`src/rtl/axi4_wr_burst_mgr_if.sv`:
```
// rtl/axi4_wr_burst_mgr_if.sv - AXI4 bus interface with manager and subordinate views
interface axi4_bus_if #(
    parameter int ADDR_W = 32,
    parameter int DATA_W = 64,
    parameter int ID_W   = 4,
    parameter int USER_W = 1
);
    logic [ID_W-1:0]     aw_id;
    logic [ADDR_W-1:0]   aw_addr;
    logic [7:0]          aw_len;
    logic [2:0]          aw_size;
    logic [1:0]          aw_burst;
    logic                aw_lock;
    logic [3:0]          aw_cache;
    logic [2:0]          aw_prot;
    logic [3:0]          aw_qos;
    logic [3:0]          aw_region;
    logic [5:0]          aw_atop;
    logic [USER_W-1:0]   aw_user;
    logic                aw_valid;
    logic                aw_ready;

    logic [DATA_W-1:0]   w_data;
    logic [DATA_W/8-1:0] w_strb;
    logic                w_last;
    logic [USER_W-1:0]   w_user;
    logic                w_valid;
    logic                w_ready;

    logic [ID_W-1:0]     b_id;
    logic [1:0]          b_resp;
    logic                b_valid;
    logic                b_ready;

    logic [ID_W-1:0]     ar_id;
    logic [ADDR_W-1:0]   ar_addr;
    logic [7:0]          ar_len;
    logic [2:0]          ar_size;
    logic [1:0]          ar_burst;
    logic                ar_valid;
    logic                ar_ready;

    logic [ID_W-1:0]     r_id;
    logic [DATA_W-1:0]   r_data;
    logic [1:0]          r_resp;
    logic                r_last;
    logic                r_valid;
    logic                r_ready;

    modport Manager (
        output aw_id, aw_addr, aw_len, aw_size, aw_burst, aw_lock, aw_cache, aw_prot,
               aw_qos, aw_region, aw_atop, aw_user, aw_valid,
        input  aw_ready,
        output w_data, w_strb, w_last, w_user, w_valid,
        input  w_ready,
        input  b_id, b_resp, b_valid,
        output b_ready,
        output ar_id, ar_addr, ar_len, ar_size, ar_burst, ar_valid,
        input  ar_ready,
        input  r_id, r_data, r_resp, r_last, r_valid,
        output r_ready
    );

    modport Subordinate (
        input  aw_id, aw_addr, aw_len, aw_size, aw_burst, aw_lock, aw_cache, aw_prot,
               aw_qos, aw_region, aw_atop, aw_user, aw_valid,
        output aw_ready,
        input  w_data, w_strb, w_last, w_user, w_valid,
        output w_ready,
        output b_id, b_resp, b_valid,
        input  b_ready,
        input  ar_id, ar_addr, ar_len, ar_size, ar_burst, ar_valid,
        output ar_ready,
        output r_id, r_data, r_resp, r_last, r_valid,
        input  r_ready
    );
endinterface

```
`src/rtl/axi4_wr_burst_mgr.sv`:
```
// rtl/axi4_wr_burst_mgr.sv - AXI4 write burst manager streaming a FWFT FIFO to memory
module axi4_wr_burst_mgr #(
    parameter int AXI4_ADDR_WIDTH  = 32,
    parameter int AXI4_DATA_WIDTH  = 64,
    parameter int DATA_COUNT_WIDTH = 16,
    parameter int MAX_BURST_LEN    = 256
) (
    input  logic                        clk_i,
    input  logic                        rstn_i,
    input  logic                        req_i,
    input  logic [AXI4_ADDR_WIDTH-1:0]  addr_i,
    input  logic [DATA_COUNT_WIDTH-1:0] data_count_i,
    input  logic [AXI4_DATA_WIDTH-1:0]  wr_fifo_data_i,
    input  logic                        wr_fifo_empty_i,
    output logic                        wr_fifo_req_o,
    output logic                        busy_o,
    output logic                        done_o,
    output logic [1:0]                  err_o,
    axi4_bus_if.Manager                 axi_mgr_if
);
    localparam int AW    = AXI4_ADDR_WIDTH;
    localparam int DW    = AXI4_DATA_WIDTH;
    localparam int DCW   = DATA_COUNT_WIDTH;
    localparam int BYTES = DW / 8;
    localparam int OFFS  = $clog2(BYTES);
    localparam int CW    = (DCW > 13) ? DCW : 13;

    typedef enum logic [2:0] {S_IDLE, S_CALC, S_AW, S_W, S_B} state_e;

    state_e          state_q, state_d;
    logic [AW-1:0]   addr_q, addr_d;
    logic [DCW-1:0]  rem_q, rem_d, rem_next;
    logic [8:0]      blen_q, blen_d;
    logic [8:0]      beat_q, beat_d;
    logic            done_q, done_d;
    logic [1:0]      err_q, err_d;

    logic [CW-1:0]   to_bnd, rem_ext, blen_max, blen_c;
    logic            last_beat;

    logic            aw_valid_c, w_valid_c, w_last_c, b_ready_c, fifo_req_c;
    logic [AW-1:0]   aw_addr_c;
    logic [7:0]      aw_len_c;
    logic [2:0]      aw_size_c;
    logic [1:0]      aw_burst_c;
    logic [DW-1:0]   w_data_c;
    logic [BYTES-1:0] w_strb_c;

    // Burst length is the tightest of: beats left, burst cap, beats to the 4 KiB page end.
    always_comb begin
        to_bnd   = CW'((13'd4096 - {1'b0, addr_q[11:0]}) >> OFFS);
        rem_ext  = CW'(rem_q);
        blen_max = CW'(MAX_BURST_LEN);
        blen_c   = (rem_ext < blen_max) ? rem_ext : blen_max;
        if (to_bnd < blen_c) blen_c = to_bnd;
    end

    assign last_beat = (beat_q == (blen_q - 9'd1));
    assign rem_next  = rem_q - DCW'(blen_q);

    always_ff @(posedge clk_i or negedge rstn_i) begin
        if (!rstn_i) begin
            state_q <= S_IDLE;
            addr_q  <= '0;
            rem_q   <= '0;
            blen_q  <= '0;
            beat_q  <= '0;
            done_q  <= 1'b0;
            err_q   <= 2'b00;
        end else begin
            state_q <= state_d;
            addr_q  <= addr_d;
            rem_q   <= rem_d;
            blen_q  <= blen_d;
            beat_q  <= beat_d;
            done_q  <= done_d;
            err_q   <= err_d;
        end
    end

    always_comb begin
        state_d = state_q;
        addr_d  = addr_q;
        rem_d   = rem_q;
        blen_d  = blen_q;
        beat_d  = beat_q;
        done_d  = 1'b0;
        err_d   = err_q;
        case (state_q)
            S_IDLE: begin
                if (req_i) begin
                    if (data_count_i != '0) begin
                        addr_d  = addr_i & ~AW'(BYTES - 1);
                        rem_d   = data_count_i;
                        err_d   = 2'b00;
                        state_d = S_CALC;
                    end else begin
                        done_d = 1'b1;
                    end
                end
            end
            S_CALC: begin
                blen_d  = blen_c[8:0];
                beat_d  = '0;
                state_d = S_AW;
            end
            S_AW: begin
                if (axi_mgr_if.aw_ready) state_d = S_W;
            end
            S_W: begin
                if (!wr_fifo_empty_i && axi_mgr_if.w_ready) begin
                    if (last_beat) state_d = S_B;
                    else           beat_d  = beat_q + 9'd1;
                end
            end
            S_B: begin
                if (axi_mgr_if.b_valid) begin
                    addr_d = addr_q + (AW'(blen_q) << OFFS);
                    rem_d  = rem_next;
                    if (axi_mgr_if.b_resp != 2'b00) err_d = axi_mgr_if.b_resp;
                    if (rem_next == '0) begin
                        state_d = S_IDLE;
                        done_d  = 1'b1;
                    end else begin
                        state_d = S_CALC;
                    end
                end
            end
            default: state_d = S_IDLE;
        endcase
    end

    always_comb begin
        aw_valid_c = 1'b0;
        aw_addr_c  = '0;
        aw_len_c   = '0;
        aw_size_c  = '0;
        aw_burst_c = '0;
        w_valid_c  = 1'b0;
        w_data_c   = '0;
        w_strb_c   = '0;
        w_last_c   = 1'b0;
        b_ready_c  = 1'b0;
        fifo_req_c = 1'b0;
        case (state_q)
            S_AW: begin
                aw_valid_c = 1'b1;
                aw_addr_c  = addr_q;
                aw_len_c   = 8'(blen_q - 9'd1);
                aw_size_c  = 3'(OFFS);
                aw_burst_c = 2'b01;
            end
            S_W: begin
                w_valid_c  = !wr_fifo_empty_i;
                w_data_c   = wr_fifo_data_i;
                w_strb_c   = '1;
                w_last_c   = last_beat;
                fifo_req_c = !wr_fifo_empty_i && axi_mgr_if.w_ready;
            end
            S_B:     b_ready_c = 1'b1;
            default: ;
        endcase
    end

    assign wr_fifo_req_o = fifo_req_c;
    assign busy_o        = (state_q != S_IDLE);
    assign done_o        = done_q;
    assign err_o         = err_q;

    assign axi_mgr_if.aw_id     = '0;
    assign axi_mgr_if.aw_addr   = aw_addr_c;
    assign axi_mgr_if.aw_len    = aw_len_c;
    assign axi_mgr_if.aw_size   = aw_size_c;
    assign axi_mgr_if.aw_burst  = aw_burst_c;
    assign axi_mgr_if.aw_lock   = 1'b0;
    assign axi_mgr_if.aw_cache  = '0;
    assign axi_mgr_if.aw_prot   = '0;
    assign axi_mgr_if.aw_qos    = '0;
    assign axi_mgr_if.aw_region = '0;
    assign axi_mgr_if.aw_atop   = '0;
    assign axi_mgr_if.aw_user   = '0;
    assign axi_mgr_if.aw_valid  = aw_valid_c;
    assign axi_mgr_if.w_data    = w_data_c;
    assign axi_mgr_if.w_strb    = w_strb_c;
    assign axi_mgr_if.w_last    = w_last_c;
    assign axi_mgr_if.w_user    = '0;
    assign axi_mgr_if.w_valid   = w_valid_c;
    assign axi_mgr_if.b_ready   = b_ready_c;
    assign axi_mgr_if.ar_id     = '0;
    assign axi_mgr_if.ar_addr   = '0;
    assign axi_mgr_if.ar_len    = '0;
    assign axi_mgr_if.ar_size   = '0;
    assign axi_mgr_if.ar_burst  = '0;
    assign axi_mgr_if.ar_valid  = 1'b0;
    assign axi_mgr_if.r_ready   = 1'b0;

    logic unused_ok;
    assign unused_ok = ^{axi_mgr_if.b_id, axi_mgr_if.ar_ready, axi_mgr_if.r_id,
                         axi_mgr_if.r_data, axi_mgr_if.r_resp, axi_mgr_if.r_last,
                         axi_mgr_if.r_valid, blen_c[CW-1:9]};
endmodule

```
`src/flat_wrapper.sv`:
```
// flat-port wrapper written by rule: the top's interface ports become plain ports
module axi4_wr_burst_mgr_flat 
#(
    parameter int AXI4_ADDR_WIDTH  = 32,
    parameter int AXI4_DATA_WIDTH  = 64,
    parameter int DATA_COUNT_WIDTH = 16,
    parameter int MAX_BURST_LEN    = 256
)
  (clk_i, rstn_i, req_i, addr_i, data_count_i, wr_fifo_data_i, wr_fifo_empty_i, wr_fifo_req_o, busy_o, done_o, err_o, axi_mgr_if_aw_id, axi_mgr_if_aw_addr, axi_mgr_if_aw_len, axi_mgr_if_aw_size, axi_mgr_if_aw_burst, axi_mgr_if_aw_lock, axi_mgr_if_aw_cache, axi_mgr_if_aw_prot, axi_mgr_if_aw_qos, axi_mgr_if_aw_region, axi_mgr_if_aw_atop, axi_mgr_if_aw_user, axi_mgr_if_aw_valid, axi_mgr_if_aw_ready, axi_mgr_if_w_data, axi_mgr_if_w_strb, axi_mgr_if_w_last, axi_mgr_if_w_user, axi_mgr_if_w_valid, axi_mgr_if_w_ready, axi_mgr_if_b_id, axi_mgr_if_b_resp, axi_mgr_if_b_valid, axi_mgr_if_b_ready, axi_mgr_if_ar_id, axi_mgr_if_ar_addr, axi_mgr_if_ar_len, axi_mgr_if_ar_size, axi_mgr_if_ar_burst, axi_mgr_if_ar_valid, axi_mgr_if_ar_ready, axi_mgr_if_r_id, axi_mgr_if_r_data, axi_mgr_if_r_resp, axi_mgr_if_r_last, axi_mgr_if_r_valid, axi_mgr_if_r_ready);
  axi4_bus_if #(.ADDR_W((32)), .DATA_W((64))) axi_mgr_if_i ();
  input  logic clk_i;
  input  logic rstn_i;
  input  logic req_i;
  input  logic [AXI4_ADDR_WIDTH-1:0] addr_i;
  input  logic [DATA_COUNT_WIDTH-1:0] data_count_i;
  input  logic [AXI4_DATA_WIDTH-1:0] wr_fifo_data_i;
  input  logic wr_fifo_empty_i;
  output logic wr_fifo_req_o;
  output logic busy_o;
  output logic done_o;
  output logic [1:0] err_o;
  output wire logic [$bits(axi_mgr_if_i.aw_id)-1:0] axi_mgr_if_aw_id;
  output wire logic [$bits(axi_mgr_if_i.aw_addr)-1:0] axi_mgr_if_aw_addr;
  output wire logic [$bits(axi_mgr_if_i.aw_len)-1:0] axi_mgr_if_aw_len;
  output wire logic [$bits(axi_mgr_if_i.aw_size)-1:0] axi_mgr_if_aw_size;
  output wire logic [$bits(axi_mgr_if_i.aw_burst)-1:0] axi_mgr_if_aw_burst;
  output wire logic [$bits(axi_mgr_if_i.aw_lock)-1:0] axi_mgr_if_aw_lock;
  output wire logic [$bits(axi_mgr_if_i.aw_cache)-1:0] axi_mgr_if_aw_cache;
  output wire logic [$bits(axi_mgr_if_i.aw_prot)-1:0] axi_mgr_if_aw_prot;
  output wire logic [$bits(axi_mgr_if_i.aw_qos)-1:0] axi_mgr_if_aw_qos;
  output wire logic [$bits(axi_mgr_if_i.aw_region)-1:0] axi_mgr_if_aw_region;
  output wire logic [$bits(axi_mgr_if_i.aw_atop)-1:0] axi_mgr_if_aw_atop;
  output wire logic [$bits(axi_mgr_if_i.aw_user)-1:0] axi_mgr_if_aw_user;
  output wire logic [$bits(axi_mgr_if_i.aw_valid)-1:0] axi_mgr_if_aw_valid;
  input wire logic [$bits(axi_mgr_if_i.aw_ready)-1:0] axi_mgr_if_aw_ready;
  output wire logic [$bits(axi_mgr_if_i.w_data)-1:0] axi_mgr_if_w_data;
  output wire logic [$bits(axi_mgr_if_i.w_strb)-1:0] axi_mgr_if_w_strb;
  output wire logic [$bits(axi_mgr_if_i.w_last)-1:0] axi_mgr_if_w_last;
  output wire logic [$bits(axi_mgr_if_i.w_user)-1:0] axi_mgr_if_w_user;
  output wire logic [$bits(axi_mgr_if_i.w_valid)-1:0] axi_mgr_if_w_valid;
  input wire logic [$bits(axi_mgr_if_i.w_ready)-1:0] axi_mgr_if_w_ready;
  input wire logic [$bits(axi_mgr_if_i.b_id)-1:0] axi_mgr_if_b_id;
  input wire logic [$bits(axi_mgr_if_i.b_resp)-1:0] axi_mgr_if_b_resp;
  input wire logic [$bits(axi_mgr_if_i.b_valid)-1:0] axi_mgr_if_b_valid;
  output wire logic [$bits(axi_mgr_if_i.b_ready)-1:0] axi_mgr_if_b_ready;
  output wire logic [$bits(axi_mgr_if_i.ar_id)-1:0] axi_mgr_if_ar_id;
  output wire logic [$bits(axi_mgr_if_i.ar_addr)-1:0] axi_mgr_if_ar_addr;
  output wire logic [$bits(axi_mgr_if_i.ar_len)-1:0] axi_mgr_if_ar_len;
  output wire logic [$bits(axi_mgr_if_i.ar_size)-1:0] axi_mgr_if_ar_size;
  output wire logic [$bits(axi_mgr_if_i.ar_burst)-1:0] axi_mgr_if_ar_burst;
  output wire logic [$bits(axi_mgr_if_i.ar_valid)-1:0] axi_mgr_if_ar_valid;
  input wire logic [$bits(axi_mgr_if_i.ar_ready)-1:0] axi_mgr_if_ar_ready;
  input wire logic [$bits(axi_mgr_if_i.r_id)-1:0] axi_mgr_if_r_id;
  input wire logic [$bits(axi_mgr_if_i.r_data)-1:0] axi_mgr_if_r_data;
  input wire logic [$bits(axi_mgr_if_i.r_resp)-1:0] axi_mgr_if_r_resp;
  input wire logic [$bits(axi_mgr_if_i.r_last)-1:0] axi_mgr_if_r_last;
  input wire logic [$bits(axi_mgr_if_i.r_valid)-1:0] axi_mgr_if_r_valid;
  output wire logic [$bits(axi_mgr_if_i.r_ready)-1:0] axi_mgr_if_r_ready;
  assign axi_mgr_if_aw_id = axi_mgr_if_i.aw_id;
  assign axi_mgr_if_aw_addr = axi_mgr_if_i.aw_addr;
  assign axi_mgr_if_aw_len = axi_mgr_if_i.aw_len;
  assign axi_mgr_if_aw_size = axi_mgr_if_i.aw_size;
  assign axi_mgr_if_aw_burst = axi_mgr_if_i.aw_burst;
  assign axi_mgr_if_aw_lock = axi_mgr_if_i.aw_lock;
  assign axi_mgr_if_aw_cache = axi_mgr_if_i.aw_cache;
  assign axi_mgr_if_aw_prot = axi_mgr_if_i.aw_prot;
  assign axi_mgr_if_aw_qos = axi_mgr_if_i.aw_qos;
  assign axi_mgr_if_aw_region = axi_mgr_if_i.aw_region;
  assign axi_mgr_if_aw_atop = axi_mgr_if_i.aw_atop;
  assign axi_mgr_if_aw_user = axi_mgr_if_i.aw_user;
  assign axi_mgr_if_aw_valid = axi_mgr_if_i.aw_valid;
  assign axi_mgr_if_i.aw_ready = axi_mgr_if_aw_ready;
  assign axi_mgr_if_w_data = axi_mgr_if_i.w_data;
  assign axi_mgr_if_w_strb = axi_mgr_if_i.w_strb;
  assign axi_mgr_if_w_last = axi_mgr_if_i.w_last;
  assign axi_mgr_if_w_user = axi_mgr_if_i.w_user;
  assign axi_mgr_if_w_valid = axi_mgr_if_i.w_valid;
  assign axi_mgr_if_i.w_ready = axi_mgr_if_w_ready;
  assign axi_mgr_if_i.b_id = axi_mgr_if_b_id;
  assign axi_mgr_if_i.b_resp = axi_mgr_if_b_resp;
  assign axi_mgr_if_i.b_valid = axi_mgr_if_b_valid;
  assign axi_mgr_if_b_ready = axi_mgr_if_i.b_ready;
  assign axi_mgr_if_ar_id = axi_mgr_if_i.ar_id;
  assign axi_mgr_if_ar_addr = axi_mgr_if_i.ar_addr;
  assign axi_mgr_if_ar_len = axi_mgr_if_i.ar_len;
  assign axi_mgr_if_ar_size = axi_mgr_if_i.ar_size;
  assign axi_mgr_if_ar_burst = axi_mgr_if_i.ar_burst;
  assign axi_mgr_if_ar_valid = axi_mgr_if_i.ar_valid;
  assign axi_mgr_if_i.ar_ready = axi_mgr_if_ar_ready;
  assign axi_mgr_if_i.r_id = axi_mgr_if_r_id;
  assign axi_mgr_if_i.r_data = axi_mgr_if_r_data;
  assign axi_mgr_if_i.r_resp = axi_mgr_if_r_resp;
  assign axi_mgr_if_i.r_last = axi_mgr_if_r_last;
  assign axi_mgr_if_i.r_valid = axi_mgr_if_r_valid;
  assign axi_mgr_if_r_ready = axi_mgr_if_i.r_ready;
  axi4_wr_burst_mgr #(.AXI4_ADDR_WIDTH(AXI4_ADDR_WIDTH), .AXI4_DATA_WIDTH(AXI4_DATA_WIDTH), .DATA_COUNT_WIDTH(DATA_COUNT_WIDTH), .MAX_BURST_LEN(MAX_BURST_LEN)) u_core (.clk_i(clk_i), .rstn_i(rstn_i), .req_i(req_i), .addr_i(addr_i), .data_count_i(data_count_i), .wr_fifo_data_i(wr_fifo_data_i), .wr_fifo_empty_i(wr_fifo_empty_i), .wr_fifo_req_o(wr_fifo_req_o), .busy_o(busy_o), .done_o(done_o), .err_o(err_o), .axi_mgr_if(axi_mgr_if_i));
endmodule
```
`config.mk`:
```
export PLATFORM = sky130hd
export DESIGN_NAME = axi4_wr_burst_mgr_flat
export DESIGN_NICKNAME = d
export VERILOG_FILES = /design/src/rtl/axi4_wr_burst_mgr_if.sv /design/src/rtl/axi4_wr_burst_mgr.sv /design/src/flat_wrapper.sv
export SDC_FILE = /design/constraint.sdc
export NUM_CORES = 1
export LEC_CHECK = 0
export BUFFER_PORTS_ARGS = -buffer_cell sky130_fd_sc_hd__buf_2
export CAP_MARGIN = 5
export CELL_PAD_IN_SITES_DETAIL_PLACEMENT = 0
export CELL_PAD_IN_SITES_GLOBAL_PLACEMENT = 1
export CORE_ASPECT_RATIO = 0.5
export CORE_MARGIN = 2
export CORE_UTILIZATION = 33
export CTS_CLUSTER_DIAMETER = 200
export CTS_CLUSTER_SIZE = 16
export DETAILED_ROUTE_END_ITERATION = 7
export PLACE_DENSITY_LB_ADDON = 0.1
export REMOVE_ABC_BUFFERS = 1
export SKIP_CTS_REPAIR_TIMING = 1
export SYNTH_ARGS = -nofsm -noshare
export SYNTH_HDL_FRONTEND = slang
export SYNTH_SLANG_ARGS = --single-unit
```
`constraint.sdc`:
```
create_clock -name clk_i -period 5 [get_ports clk_i]
set_clock_uncertainty 0.2 [all_clocks]
set_input_delay 1.5 -clock clk_i [delete_from_list [all_inputs] [get_ports clk_i]]
set_output_delay 1.5 -clock clk_i [all_outputs]
set_load 0.05 [all_outputs]
```
==> results of run 1 <==
[worst paths after layout]
kind                                                    from                              to  cells past startpoint
worst min-delay path             u_core.err_o[1]$_DFFE_PN0P_     u_core.err_o[1]$_DFFE_PN0P_                      1
worst max register to register  u_core.blen_q[1]$_DFFE_PN0P_    u_core.beat_q[7]$_DFFE_PN0P_                     10
worst min register to register   u_core.err_o[1]$_DFFE_PN0P_     u_core.err_o[1]$_DFFE_PN0P_                      1
min in group asynchronous                             rstn_i  u_core.rem_ext[13]$_DFFE_PN0P_                      1
worst max-delay path            u_core.blen_q[1]$_DFFE_PN0P_               axi_mgr_if_w_last                     10
max in group asynchronous                             rstn_i   u_core.addr_q[31]$_DFFE_PN0P_                      2
[metal layers]
| metal | GRT usage | vias up | wire length [µm] |
|---|---|---|---|
| li1 | - | 3485 | - |
| met4 | 0.0653 | 4 | 348 |
| met5 | 0 | - | 26 |
| met1 | 0.315 | 3452 | 12100 |
| met2 | 0.354 | 232 | 11400 |
| met3 | 0.0372 | 22 | 1510 |
[kinds of logic after synthesis]
logic type / count (synthesis)
AOI/OAI and AO/OA: 208
muxes: 8
other: 2
adders and majority gates: 33
xor gates and xnor gates: 35
buffers and inverters: 184
and+or+nand+nor: 379
DFF: 69
[stage by stage]
stage | hold slack [ns] | cells
2_1_floorplan | 0.278 | 843
3_3_place_gp | 0.275 | 1366
3_5_place_dp | 0.280 | 1366
4_1_cts | 0.292 | 1382
5_1_grt | 0.334 | 1385
6_report | 0.291 | 1386
[registers in the layout, summed over array words and instances (netlist names)]
register        count
u_core.rem_ext     16
u_core.addr_q      29
u_core.blen_q       9
u_core.state_q      3
u_core.beat_q       9
u_core.done_o       1
u_core.err_o        2
[worst register-to-register path, stage by stage, from the launching register on]
cell	delay [ns]
dfrtp_1	0.47
inv_1	0.23
ha_1	0.25
nor3b_4	0.36
and3_1	0.25
xnor3_1	0.22
o311a_1	0.14
a221oi_2	0.45
nand2_2	0.22
or4_1	0.53
a21oi_1	0.18
[power groups by stage]
stage / registers, mW / clock network, mW / logic (mW)
3_5_place_dp: 0.839 / 0 / 2.24
4_1_cts: 0.829 / 0.740 / 2.24
5_1_grt: 0.854 / 0.763 / 2.42
6_report: 0.830 / 0.722 / 2.24
2_1_floorplan: 0.772 / 0 / 1.74
3_3_place_gp: 0.837 / 0 / 2.23
[layout by cell type, fill, tap and decap left out, types with 4 or more instances in the layout]
cell / synthesis / final
buf_2: 3 / 238
and3_1: 99 / 99
conb_1: 2 / 85
nand2_1: 78 / 78
nor2_1: 77 / 76
dfrtp_1: 69 / 68
a21oi_1: 66 / 66
o21ai_0: 42 / 42
nand3_1: 31 / 31
ha_1: 31 / 31
inv_1: 26 / 25
xnor2_1: 17 / 17
o22ai_1: 16 / 16
xor2_1: 15 / 15
nor3_1: 14 / 14
a31oi_1: 14 / 14
nor4_1: 12 / 11
o211ai_1: 11 / 11
buf_4: 94 / 11
nand4_1: 10 / 10
or3_1: 9 / 9
a21o_1: 9 / 9
nand2b_1: 9 / 9
clkbuf_16: 0 / 9
nor2b_1: 8 / 7
mux2i_1: 6 / 6
o311ai_0: 6 / 6
a2bb2oi_1: 5 / 5
diode_2: 0 / 4
nand4b_1: 4 / 4
o31ai_1: 4 / 4
or4_1: 4 / 4
a211oi_1: 4 / 4
[cell type report]
class / count / area, µm²
flip-flops and latches: 69 / 1730
repair buffers: 250 / 1290
inverters: 26 / 97.6
multi-input cells: 748 / 4520
well taps: 273 / 342
clock inverters: 6 / 86.3
diodes: 4 / 10.0
fillers: 2158 / 12300
clock buffers: 10 / 239
==> PnR_summary.wiki, run 1 <==
{| class="wikitable"
! Metric !! Value
|-
| Max-capacitance violation count || 0
|-
| Number of global-route vias before repair || 6679
|-
| Largest vdd supply drop || 225 µV
|-
| Synth Area in Adders || 0.0614
|-
| Switching power || 2.06 mW
|-
| Most common cell in the netlist || and3_1
|-
| Relative contribution of the clock network to total power || 0.190
|-
| Growth of design area from synthesis to finish || 19.4%
|-
| Critical path data arrival time || 2.89 ns
|-
| Synth top cells by count || and3_1 (99), buf_4 (94), nand2_1 (78)
|-
| Logic gate share of total power || 0.591
|-
| Largest area contributor in the netlist || dfrtp_1
|-
| Worst Hold Class || register to register
|-
| HPWL after detailed placement || 19600 µm
|-
| Number of antenna violations at the first check in global routing || 5
|-
| Crit path max-delay cell type || dfrtp_1
|-
| Max-slew violation count || 0
|-
| Parity-gate share of the synthesized area counting xor and xnor cells || 0.0499
|-
| Area inside the core boundary || 20600 µm²
|-
| Total wire length || 25400 µm
|-
| Setup slack, reg-to-reg || 1.40 ns
|-
| Cell Area, Placed || 7970 µm²
|-
| Initial standard-cell utilization of the core || 0.337
|-
| Slowest Stage Delay on Critical Path || 0.47 ns
|-
| Post-Place Worst Slack || 0.615 ns
|-
| Number of flops mapped to enable cells by yosys || 0
|-
| Fraction of power spent switching nets || 0.542
|-
| CTS buffer count || 9
|-
| WL per Instance || 18.3 µm
|-
| Number of violations reported at the end of detailed-routing iteration 0 || 493
|-
| Status || completed
|-
| Remaining global-route overflow || 0
|-
| Unrepaired setup endpoints after global routing || no
|-
| Number of flip-flops and latches in the synthesized netlist || 69
|-
| Number of placement rows || 37
|-
| Clock latency of the later-clocked register in the worst-skew pair || 0.34 ns
|-
| Cell area power density || 457 nW/µm²
|-
| Top-level I/O count || 403
|-
| Setup tns final || 0 ns
|-
| Width of the die || 209 µm
|-
| Final Hold Violating Endpoints || 0
|-
| Total via count after detailed routing || 7195
|-
| Layout Utilization || 0.403
|-
| Die Y || 107 µm
|-
| Most used flip-flop cell after synthesis || dfrtp_1
|-
| Max Fclk || 218 MHz
|-
| Post-layout total power || 3.80 mW
|-
| Share of total power in sequential cells || 0.219
|-
| GR Util All Layers || 0.224
|-
| Cells traversed along the worst timing path || inv_1 > ha_1 > nor3b_4 > xor2_1 > o21ai_0 > nand2_1 > nor4b_2 > nand3_1 > nor2_1 > buf_2
|-
| Count of H-tree levels built during CTS || 3
|-
| Main combinational cell family by area after synthesis || simple AND/OR/NAND/NOR gates
|-
| CTS tree || built
|-
| Compound-Gate Fraction of Synth Area || 0.189
|-
| CP startpoint kind || register
|-
| Number of nets with antenna violations after routing || 0
|-
| Leak Pwr || 4.26 nW
|-
| Number of nets in the finished design || 1335
|-
| Final critical-path setup slack || 0.414 ns
|-
| Synth Area in Simple Gates || 0.287
|-
| Avg Synthesized Cell Area || 7.59 µm²
|-
| Synthesized cell area || 6970 µm²
|-
| Area share of the leading cell type in the synthesized netlist || 0.248
|-
| Crit path capture type || output pin
|-
| Clock-pin slew reported for the worst setup and hold paths after clock tree synthesis || 0.06 ns
|-
| Dominant cells by area after synthesis || dfrtp_1 (25%), buf_4 (10%), and3_1 (8.9%)
|-
| Port Buf Inserts || 238
|-
| Total clock sinks || 69
|-
| P_int || 1.74 mW
|-
| Part of the Yosys area used for sequential elements || 0.248
|-
| Required time at the endpoint of the critical path || 3.30 ns
|-
| Drt drc || 0
|-
| Largest fanout on the critical path || 6
|-
| Async S/R FF share, synth || 1.00
|-
| Buffers plus inverters on the worst setup path || 2
|-
| Cell count after synthesis || 918
|-
| Maximum buffer depth of the clock tree || 2
|-
| Final Instance Area || 8310 µm²
|-
| Layout cell share with drive strength beyond 1 || 0.260
|-
| Fin crit share || 0.917
|-
| Final weighted congestion of routability-driven global placement || 0.898
|-
| Family of cells with the greatest summed delay on the critical path || simple AND/OR/NAND/NOR gates
|-
| Clock tree root buffer cell || clkbuf_16
|-
| Vias per cell || 5.19
|-
| Global-route wire length before repair || 39100 µm
|-
| Finish-stage setup viols || 0
|-
| Length of the first detailed-routing pass in iterations || 4
|-
| Warnings from Yosys || 0
|-
| Number of different library cells in the post-synthesis netlist || 69
|-
| Fraction of synthesized area in multiplexers || 0.0119
|-
| WS Path Type || register to output pin
|-
| Actual slew at the worst max-slew pin || 1.14 ns
|-
| Area enclosed by the die boundary || 22400 µm²
|-
| Final min period || 4.59 ns
|-
| Pin count of the biggest net entering global routing || 71
|-
| Remaining max-slew budget at the tightest pin || 0.232
|}
Note: power is estimated with default switching activity, not from simulation.
==> inputs of run 2 (changes only) <==
--- a/config.mk
+++ b/config.mk
@@ -12,6 +12,7 @@
 export CORE_ASPECT_RATIO = 0.5
 export CORE_MARGIN = 2
 export CORE_UTILIZATION = 33
+export CTS_BUF_LIST = sky130_fd_sc_hd__clkbuf_16
 export CTS_CLUSTER_DIAMETER = 200
 export CTS_CLUSTER_SIZE = 16
 export DETAILED_ROUTE_END_ITERATION = 7
==> PnR_summary.wiki, run 2 (synthesized netlist as in run 1, its figures left out) <==
{| class="wikitable"
! Metric !! Value
|-
| Commonest non-fill, non-tap cell in the layout || buf_2
|-
| Number of nets in the finished design || 1335 (unchanged)
|-
| WS Path Type || register to output pin
|-
| Max Fclk || 218 MHz (unchanged)
|-
| Initial standard-cell utilization of the core || 0.337 (unchanged)
|-
| Worst Hold Class || register to register
|-
| Fin crit share || 0.917 (unchanged)
|-
| Final Hold Violating Endpoints || 0 (unchanged)
|-
| Clock-pin slew reported for the worst setup and hold paths after clock tree synthesis || 0.06 ns (about the same)
|-
| Width of the die || 209 µm (unchanged)
|-
| P_int || 1.73 mW (-0.88%)
|-
| Critical path data arrival time || 2.89 ns (about the same)
|-
| Largest fanout on the critical path || 6 (unchanged)
|-
| Actual slew at the worst max-slew pin || 1.14 ns (unchanged)
|-
| Global-route wire length before repair || 39100 µm (unchanged)
|-
| Clock latency of the later-clocked register in the worst-skew pair || 0.34 ns (about the same)
|-
| Fraction of power spent switching nets || 0.544 (+0.00213)
|-
| Pin count of the biggest net entering global routing || 71 (unchanged)
|-
| Total clock sinks || 69 (unchanged)
|-
| Top-level I/O count || 403 (unchanged)
|-
| Total via count after detailed routing || 7195 (unchanged)
|-
| Top library cells by usage in the layout, fill and taps aside || buf_2 (238), and3_1 (99), conb_1 (85)
|-
| Number of placed cells counting well taps || 1366 (unchanged)
|-
| HPWL after detailed placement || 19600 µm (unchanged)
|-
| Port Buf Inserts || 238 (unchanged)
|-
| WL per Instance || 18.3 µm (unchanged)
|-
| Post-Place Worst Slack || 0.615 ns (unchanged)
|-
| Number of violations reported at the end of detailed-routing iteration 0 || 493 (unchanged)
|-
| GR Util All Layers || 0.224 (unchanged)
|-
| Remaining global-route overflow || 0 (unchanged)
|-
| Max-capacitance violation count || 0 (unchanged)
|-
| CTS buffer count || 9 (unchanged)
|-
| Share of total power in sequential cells || 0.220 (about the same)
|-
| Final weighted congestion of routability-driven global placement || 0.898 (unchanged)
|-
| Max-slew violation count || 0 (unchanged)
|-
| Clock tree root buffer cell || clkbuf_16
|-
| Status || completed
|-
| Number of nets with antenna violations after routing || 0 (unchanged)
|-
| CTS tree || built
|-
| Count of H-tree levels built during CTS || 3 (unchanged)
|-
| Area enclosed by the die boundary || 22400 µm² (unchanged)
|-
| Required time at the endpoint of the critical path || 3.30 ns (about the same)
|-
| Largest vdd supply drop || 225 µV (about the same)
|-
| Number of global-route vias before repair || 6679 (unchanged)
|-
| Final min period || 4.59 ns (unchanged)
|-
| Number of placement rows || 37 (unchanged)
|-
| Cell area power density || 455 nW/µm² (-0.30%)
|-
| Final critical-path setup slack || 0.414 ns (unchanged)
|-
| Relative contribution of the clock network to total power || 0.187 (-0.003)
|-
| Number of antenna violations at the first check in global routing || 5 (unchanged)
|-
| Unrepaired setup endpoints after global routing || no
|-
| Logic gate share of total power || 0.594 (+0.003)
|-
| Count of non-filler cells in the finished layout || 1386 (unchanged)
|-
| Total wire length || 25400 µm (unchanged)
|-
| Flip-flop count of the largest register after layout || 29 (unchanged)
|-
| Finish-stage setup viols || 0 (unchanged)
|-
| Remaining max-slew budget at the tightest pin || 0.232 (unchanged)
|-
| Drt drc || 0 (unchanged)
|-
| Leak Pwr || 4.26 nW (-0.13%)
|-
| CP startpoint kind || register
|-
| Crit path capture type || output pin
|-
| Layout cell share with drive strength beyond 1 || 0.259 (-0.000902)
|-
| Die Y || 107 µm (unchanged)
|-
| Biggest register || u_core.addr_q
|-
| Vias per cell || 5.19 (unchanged)
|-
| Length of the first detailed-routing pass in iterations || 4 (unchanged)
|-
| Switching power || 2.06 mW (about the same)
|-
| Growth of design area from synthesis to finish || 19.2%
|-
| Area inside the core boundary || 20600 µm² (unchanged)
|-
| Maximum buffer depth of the clock tree || 2 (unchanged)
|}
-- run 2: cell types whose count changed in the layout (fill, tap and decap cells not counted) --
| cell | delta |
|---|---|
| clkinv_1 | +1 |
| clkbuf_8 | -1 |
-- run 2: final timing paths --
check                      slack (ns)  cells past startpoint                             end                    startpoint
setup / recovery                 0.41                     10               axi_mgr_if_w_last  u_core.blen_q[1]$_DFFE_PN0P_
min in group asynchronous        0.93                      1  u_core.rem_ext[13]$_DFFE_PN0P_                        rstn_i
max in group asynchronous        2.61                      2   u_core.addr_q[31]$_DFFE_PN0P_                        rstn_i
hold reg to reg                  0.29                      1     u_core.err_o[1]$_DFFE_PN0P_   u_core.err_o[1]$_DFFE_PN0P_
hold / removal                   0.29                      1     u_core.err_o[1]$_DFFE_PN0P_   u_core.err_o[1]$_DFFE_PN0P_
setup reg to reg                 1.40                     10    u_core.beat_q[7]$_DFFE_PN0P_  u_core.blen_q[1]$_DFFE_PN0P_
-- run 2: critical path, cell delays in order, from the launching register on --
cell	delay, ns
dfrtp_1	0.47
inv_1	0.23
ha_1	0.25
nor3b_4	0.36
xor2_1	0.10
o21ai_0	0.16
nand2_1	0.09
nor4b_2	0.29
nand3_1	0.19
nor2_1	0.11
buf_2	0.28
-- run 2: power groups by stage --
| stage | logic (mW) | registers [mW] | clock network [mW] |
|---|---|---|---|
| global route | 2.42 | 0.854 | 0.747 |
| floorplan | 1.74 | 0.772 | 0 |
| finish | 2.24 | 0.830 | 0.706 |
| detailed placement | 2.24 | 0.839 | 0 |
| global placement | 2.23 | 0.837 | 0 |
| CTS | 2.24 | 0.829 | 0.724 |
-- run 2: metrics by stage --
stage / util / instance area (µm²) / setup TNS, ns / hold WS, ns / power, mW
detailed placement: 0.386 / 7970 / 0 / 0.280 / 3.08
global placement: 0.386 / 7970 / 0 / 0.275 / 3.07
global route: 0.402 / 8300 / 0 / 0.334 / 4.02
CTS: 0.401 / 8290 / 0 / 0.292 / 3.80
finish: 0.402 / 8300 / 0 / 0.291 / 3.78
floorplan: - / 6320 / -39.34 / 0.278 / 2.51
-- run 2: per-layer routing --
metal / wire length (µm) / vias up / track usage / part of all wire
met5: 26 / - / 0 / 0.0010
met4: 348 / 4 / 0.0653 / 0.014
met3: 1510 / 22 / 0.0372 / 0.059
met2: 11400 / 232 / 0.354 / 0.45
met1: 12100 / 3452 / 0.315 / 0.48
li1: - / 3485 / - / -
-- run 2: area by class of cell --
cell class | instances | area [µm²]
diodes | 4 | 10.0
clock buffers | 9 | 225
clock inverters | 7 | 90.1
fillers | 2159 | 12300
inverters | 26 | 97.6
multi-input cells | 748 | 4520
flip-flops and latches | 69 | 1730
well taps | 273 | 342
repair buffers | 250 | 1290
